==> src/rtl/reset_seq_multi.sv <==
// Staged reset sequencer: power-up hold, setup handshake, settle, then per-channel release.
// Define RSTSEQ_SETUP_TMO_EN to enable the setup-timeout FAULT state.
module reset_seq_multi #(
    parameter int unsigned NUM_CH    = 4,
    parameter int unsigned CNT_W     = 32,
    parameter int unsigned PWRUP_CYC = 110000,
    parameter int unsigned STAGE_CYC = 16,
    parameter int unsigned SETUP_TMO = 1000000
) (
    input  logic              in_clk,
    input  logic              global_reset_input,
    input  logic              rst_semi,
    input  logic              rst_release,
    input  logic              setup_done,
    output logic [NUM_CH-1:0] out_rst,
    output logic              out_nrst_ext,
    output logic              out_nrst_setup,
    output logic              seq_busy,
    output logic              seq_fault
);

    localparam logic [CNT_W-1:0]  PWRUP_LAST  = CNT_W'(PWRUP_CYC - 1);
    localparam logic [CNT_W-1:0]  STAGE_LAST  = CNT_W'(STAGE_CYC - 1);
    localparam logic [CNT_W-1:0]  SETTLE_LAST = CNT_W'(2);
    localparam logic [NUM_CH-1:0] RST_LAST    = NUM_CH'(1) << (NUM_CH - 1);
`ifdef RSTSEQ_SETUP_TMO_EN
    localparam logic [CNT_W-1:0]  TMO_LAST    = CNT_W'(SETUP_TMO - 1);
`endif

    if (NUM_CH < 1 || NUM_CH > 16 || PWRUP_CYC < 1 || STAGE_CYC < 1 || SETUP_TMO < 1)
    begin : g_param_err
        $error("reset_seq_multi: parameter out of range");
    end

    typedef enum logic [2:0] {
        S_PWRUP,
        S_SETUP,
        S_SETTLE,
        S_HOLD,
        S_STAGE,
        S_RUN,
        S_FAULT
    } state_t;

    state_t           state;
    logic [CNT_W-1:0] cnt;
    logic [CNT_W-1:0] cnt_sat_inc;
    logic             semi_lat;

    assign cnt_sat_inc = (cnt == '1) ? cnt : cnt + CNT_W'(1);

    // A semi-reset seen before SETTLE is remembered until the sequence reaches STAGE.
    always_ff @(posedge in_clk or posedge global_reset_input) begin
        if (global_reset_input) begin
            state          <= S_PWRUP;
            cnt            <= '0;
            semi_lat       <= 1'b0;
            out_rst        <= '1;
            out_nrst_ext   <= 1'b0;
            out_nrst_setup <= 1'b0;
            seq_busy       <= 1'b1;
`ifdef RSTSEQ_SETUP_TMO_EN
            seq_fault      <= 1'b0;
`endif
        end else if (rst_semi && (state == S_SETTLE || state == S_HOLD ||
                                  state == S_STAGE  || state == S_RUN)) begin
            state    <= S_STAGE;
            cnt      <= '0;
            semi_lat <= 1'b0;
            out_rst  <= '1;
            seq_busy <= 1'b1;
        end else begin
            case (state)
                S_PWRUP: begin
                    if (rst_semi) semi_lat <= 1'b1;
                    if (cnt == PWRUP_LAST) begin
                        state          <= S_SETUP;
                        cnt            <= '0;
                        out_nrst_ext   <= 1'b1;
                        out_nrst_setup <= 1'b1;
                    end else begin
                        cnt <= cnt_sat_inc;
                    end
                end
                S_SETUP: begin
                    if (rst_semi) semi_lat <= 1'b1;
                    if (setup_done) begin
                        state <= S_SETTLE;
                        cnt   <= '0;
                    end
`ifdef RSTSEQ_SETUP_TMO_EN
                    else if (cnt == TMO_LAST) begin
                        state          <= S_FAULT;
                        out_nrst_setup <= 1'b0;
                        seq_busy       <= 1'b0;
                        seq_fault      <= 1'b1;
                    end
`endif
                    else begin
                        cnt <= cnt_sat_inc;
                    end
                end
                S_SETTLE: begin
                    if (cnt == SETTLE_LAST) begin
                        cnt      <= '0;
                        semi_lat <= 1'b0;
                        state    <= semi_lat ? S_STAGE : S_HOLD;
                    end else begin
                        cnt <= cnt_sat_inc;
                    end
                end
                S_HOLD: begin
                    if (!rst_release) begin
                        state    <= S_STAGE;
                        cnt      <= '0;
                        semi_lat <= 1'b0;
                    end
                end
                // Channels release lowest index first by shifting zeros in from bit 0.
                S_STAGE: begin
                    if (cnt == STAGE_LAST) begin
                        cnt     <= '0;
                        out_rst <= out_rst << 1;
                        if (out_rst == RST_LAST) begin
                            state    <= S_RUN;
                            seq_busy <= 1'b0;
                        end
                    end else begin
                        cnt <= cnt_sat_inc;
                    end
                end
                S_RUN: begin
                end
                S_FAULT: begin
                end
                default: begin
                    state <= S_PWRUP;
                    cnt   <= '0;
                end
            endcase
        end
    end

`ifndef RSTSEQ_SETUP_TMO_EN
    assign seq_fault = 1'b0;
`endif

endmodule

==> config.mk <==
export PLATFORM = sky130hd
export DESIGN_NAME = reset_seq_multi
export DESIGN_NICKNAME = d
export VERILOG_FILES = /design/src/rtl/reset_seq_multi.sv
export SDC_FILE = /design/constraint.sdc
export NUM_CORES = 1
export LEC_CHECK = 0
export CAP_MARGIN = 20
export CORE_ASPECT_RATIO = 1.5
export CORE_MARGIN = 2
export CORE_UTILIZATION = 43
export CTS_CLUSTER_SIZE = 10
export DETAILED_ROUTE_END_ITERATION = 8
export PLACE_DENSITY = 0.7
export SETUP_SLACK_MARGIN = 0.15
export SLEW_MARGIN = 20
export SYNTH_ARGS = -nofsm -noshare
export SYNTH_HDL_FRONTEND = slang
export SYNTH_SLANG_ARGS = --single-unit
==> constraint.sdc <==
create_clock -name in_clk -period 2.65 [get_ports in_clk]
set_input_delay 0.795 -clock in_clk [delete_from_list [all_inputs] [get_ports in_clk]]
set_output_delay 0.795 -clock in_clk [all_outputs]
set_load 0.05 [all_outputs]
==> summary.txt, run 1 <==
Yosys
  • Most frequently used flop master after synthesis: sky130_fd_sc_hd__dfrtp_1
  • Cell types with the highest counts after synthesis: sky130_fd_sc_hd__dfrtp_1, sky130_fd_sc_hd__a22oi_1, sky130_fd_sc_hd__o31ai_1, sky130_fd_sc_hd__or4_1, sky130_fd_sc_hd__nand2_1
  • Multiplexer area fraction after synthesis: 0.0145
  • Number of flops mapped to enable cells by yosys: 0
  • Compound-cell area share of the yosys netlist: 0.244
  • Synthesized area divided by synthesized cell count: 8.97 um^2
  • Main combinational cell family by area after synthesis: simple AND/OR/NAND/NOR gates
  • Gate Count Post-Synth: 308
  • Xor/xnor cell area share of the yosys netlist: 0
  • Adder-cell share of the synthesized area: 0.00905
  • Top cell type's share of synthesized area: 0.335
  • Warnings from Yosys: 0
  • Most used standard cell by instance count after synthesis: sky130_fd_sc_hd__dfrtp_1
  • #FFs+latches synth: 42
  • Synth top area cells: sky130_fd_sc_hd__dfrtp_1, sky130_fd_sc_hd__a22oi_1, sky130_fd_sc_hd__o31ai_1, sky130_fd_sc_hd__or4_1, sky130_fd_sc_hd__dfstp_2
  • Async S/R FF share, synth: 1.00
  • Distinct cell type count of the synthesized netlist: 50
  • Post-Synthesis Net Count: 315
  • Area share of and/or/nand/nor cells after synthesis: 0.282
  • Total standard cell area after synthesis: 2760 um^2
  • Share of synthesized area occupied by flip-flops and latches: 0.383
  • Leading area contributor after synthesis: sky130_fd_sc_hd__dfrtp_1

Die
  • Horizontal die dimension: 69.5 um
  • Area inside the core boundary: 6170 um^2
  • Initial standard-cell utilization of the core: 0.448
  • Die area: 7100 um^2
  • Die Height: 102 um
  • Number of top-level pins: 13
  • Site Rows: 35

Clocking
  • Total clock buffers created by CTS: 5
  • Setup bufs post-CTS: 0
  • Clock tree from TritonCTS: yes
  • Root cell of the clock tree: sky130_fd_sc_hd__clkbuf_8
  • H-tree levels: 2
  • Number of buffers inserted for hold repair after clock tree synthesis: 0
  • Longest Clk Path Bufs: 2
  • Source-to-sink clock delay at the later pin of the worst-skew pair: 0.30 ns
  • Count of cells resized by post-cts repair: 0
  • Clock transition at the registers of the reported paths: 0.08 ns
  • Number of sinks handled by clock tree synthesis: 42

Min path
  • Source of the worst hold timing path: out_nrst_setup$_DFFE_PP0P_
  • Worst hold path cell count: 1
  • Hold/Removal Path Class: reg2reg

Critical path
  • Max stage delay cell, worst path: sky130_fd_sc_hd__clkdlybuf4s50_1
  • Worst r2r src: cnt[5]$_DFFE_PP0P_
  • Kind of end point of the critical path: output port
  • Worst-path maximum fanout: 4
  • CP cell instances: clkdlybuf4s50_1
  • CP Data Arrival Time: 1.66 ns
  • Slowest stage delay, CP: 0.81 ns
  • Worst Setup SP: out_rst[2]$_DFFE_PP1P_
  • Stages on worst setup path: 1
  • Count of buffer and inverter cells on the critical path: 1
  • Data required, critical path: 1.86 ns
  • Logic depth of the worst register-to-register path: 6
  • Crit-path leading delay family: buffers and inverters
  • Critical path start-end classification: reg2out
  • Kind of start point of the critical path: register

Cells and area
  • Fraction of final layout cells with drive strength greater than 1: 0.152
  • Area of the multi-input gates: 1550 um^2
  • Area growth from synthesis to layout: 13.3%
  • Post-route core utilization: 0.507
  • NumNets Final: 328
  • Fill cell count: 569
  • Total non-filler cell area in the finished layout: 3130 um^2
  • Antenna Diode Count: 0
  • Flip-flop and latch area: 1060 um^2

Global routing
  • Global-route wire length before repair: 12.2 mm
  • Pin count of the biggest net entering global routing: 43
  • Total global-route track usage: 0.212
  • Initial antenna violation count: 0
  • Vias in the first global route: 2467
  • Remaining Overflow, GRT: 0

Run
  • Maximum capacitance violations: 0

Run status
  • Status: completed

Timing
  • Unrepaired setup endpoints after global routing: true
  • Transition time at the pin with the least slew margin: 0.648 ns
  • Relative max-transition margin: 0.563
  • Time the final worst path needs with I/O delays and setup: 2.45 ns
  • Hold Violations, Final: 0
  • Skew final: 0.00752 ns
  • Smallest setup slack after layout: 0.196 ns
  • Total negative slack for setup checks: 0 ns
  • Setup-failing EPs final: 0
  • Final Cycle Share: 0.926
  • Top achievable clock speed: 0.407 GHz
  • Max-slew violation count: 0

Placement
  • Last weighted congestion value of the routability-driven placer: 0.918
  • Post-Place Setup Slack: -0.0543 ns
  • Count of input and output buffers: 11
  • Post-DP Area: 2990 um^2
  • Half-perimeter wire length after placement: 4.93 mm

Pwr
  • Power Dens Cells: 668 nW/um^2
  • Total chip power: 2.09 mW
  • Leakage power figure: 1.24 nW
  • Maximum vdd drop: 0.307 mV

Routing
  • Number of nets still failing antenna checks after routing: 0
  • Iteration count of the initial detailed-routing pass: 4
  • Iter 0 DRT Violations: 169
  • Count of vias placed by the detailed router: 2611
  • Via-to-Cell Ratio: 6.59
  • Per-cell routed wire length: 18.5 um
  • Number of design rule violations left after detail routing: 0
  • Wire length after detailed routing: 7.33 mm
-- sequential cells by signal (all words and copies together) (netlist names) --
name            cells
cnt                32
out_nrst_setup      1
out_rst             4
semi_lat            1
seq_busy            1
state               3
-- cell usage in the layout, fill, tap and decap left out, drive strengths merged, types with 2 or more instances in the layout --
master         count
dfstp              5
nand2             18
nand4             14
nor4              12
dfrtp             37
or4               19
nor2              13
nor2b              3
nand3             13
clkdlybuf4s50     11
a22oi             32
or3                9
inv                7
clkinv             3
or2                2
mux2i              4
clkbuf             5
nor3               5
o41ai              6
a21oi              8
ha                 2
a31oi              6
and2               5
or4b               2
and3               5
o21ai             10
o31ai             22
and4               6
buf               22
-- through the flow --
step                std cells  hold WS (ns)
finish                    396         0.497
CTS                       395         0.507
global placement          387         0.483
floorplan                 308         0.530
detailed placement        387         0.487
global route              396         0.538
-- power breakdown --
group	total [mW]	internal (mW)	switching, mW
sequential	0.801	0.692	0.109
clock	0.518	0.278	0.240
combinational	0.770	0.280	0.491
-- final timing paths --
check	to	slack, ns
worst max-delay path	out_rst[2]	0.20
worst min-delay path	out_nrst_setup$_DFFE_PP0P_	0.50
worst max register to register	cnt[31]$_DFFE_PP0P_	0.32
worst min register to register	out_nrst_setup$_DFFE_PP0P_	0.50
max in group asynchronous	cnt[20]$_DFFE_PP0P_	1.34
min in group asynchronous	cnt[14]$_DFFE_PP0P_	0.93
-- final cells by class --
| cell class | count | share of cell area |
|---|---|---|
| inverter | 8 | 0.00959 |
| multi-input combinational | 231 | 0.495 |
| tap | 74 | 0.0296 |
| clock inverter | 3 | 0.0128 |
| sequential | 42 | 0.338 |
| clock buffer | 5 | 0.0220 |
| timing repair buffer | 33 | 0.0931 |
-- layer usage --
layer / routed length, um / up-vias / global-route usage
met1: 3120 / 1288 / 0.269
met2: 3820 / 50 / 0.373
met5: 0 / - / 0
li1: - / 1258 / -
met4: 177 / 0 / 0.0784
met3: 209 / 15 / 0.0247
-- logic make-up (layout without fill, tap and decap cells) --
logic type / Yosys count / count (layout)
buffers and inverters: 36 / 49
other: 1 / 1
muxes: 4 / 4
AOI/OAI and AO/OA: 93 / 93
and+or+nand+nor: 130 / 131
adders and majority gates: 2 / 2
DFF: 42 / 42
No activity file was read; power rests on OpenSTA's default activity.
==> run 2: changes to the inputs <==
--- a/config.mk
+++ b/config.mk
@@ -5,6 +5,7 @@
 export SDC_FILE = /design/constraint.sdc
 export NUM_CORES = 1
 export LEC_CHECK = 0
+export ABC_CLOCK_PERIOD_IN_PS = 2650
 export CAP_MARGIN = 20
 export CORE_ASPECT_RATIO = 1.5
 export CORE_MARGIN = 2
==> results of run 2 <==
Same layout as run 1: the final DEF is identical, and so are final timing and power.
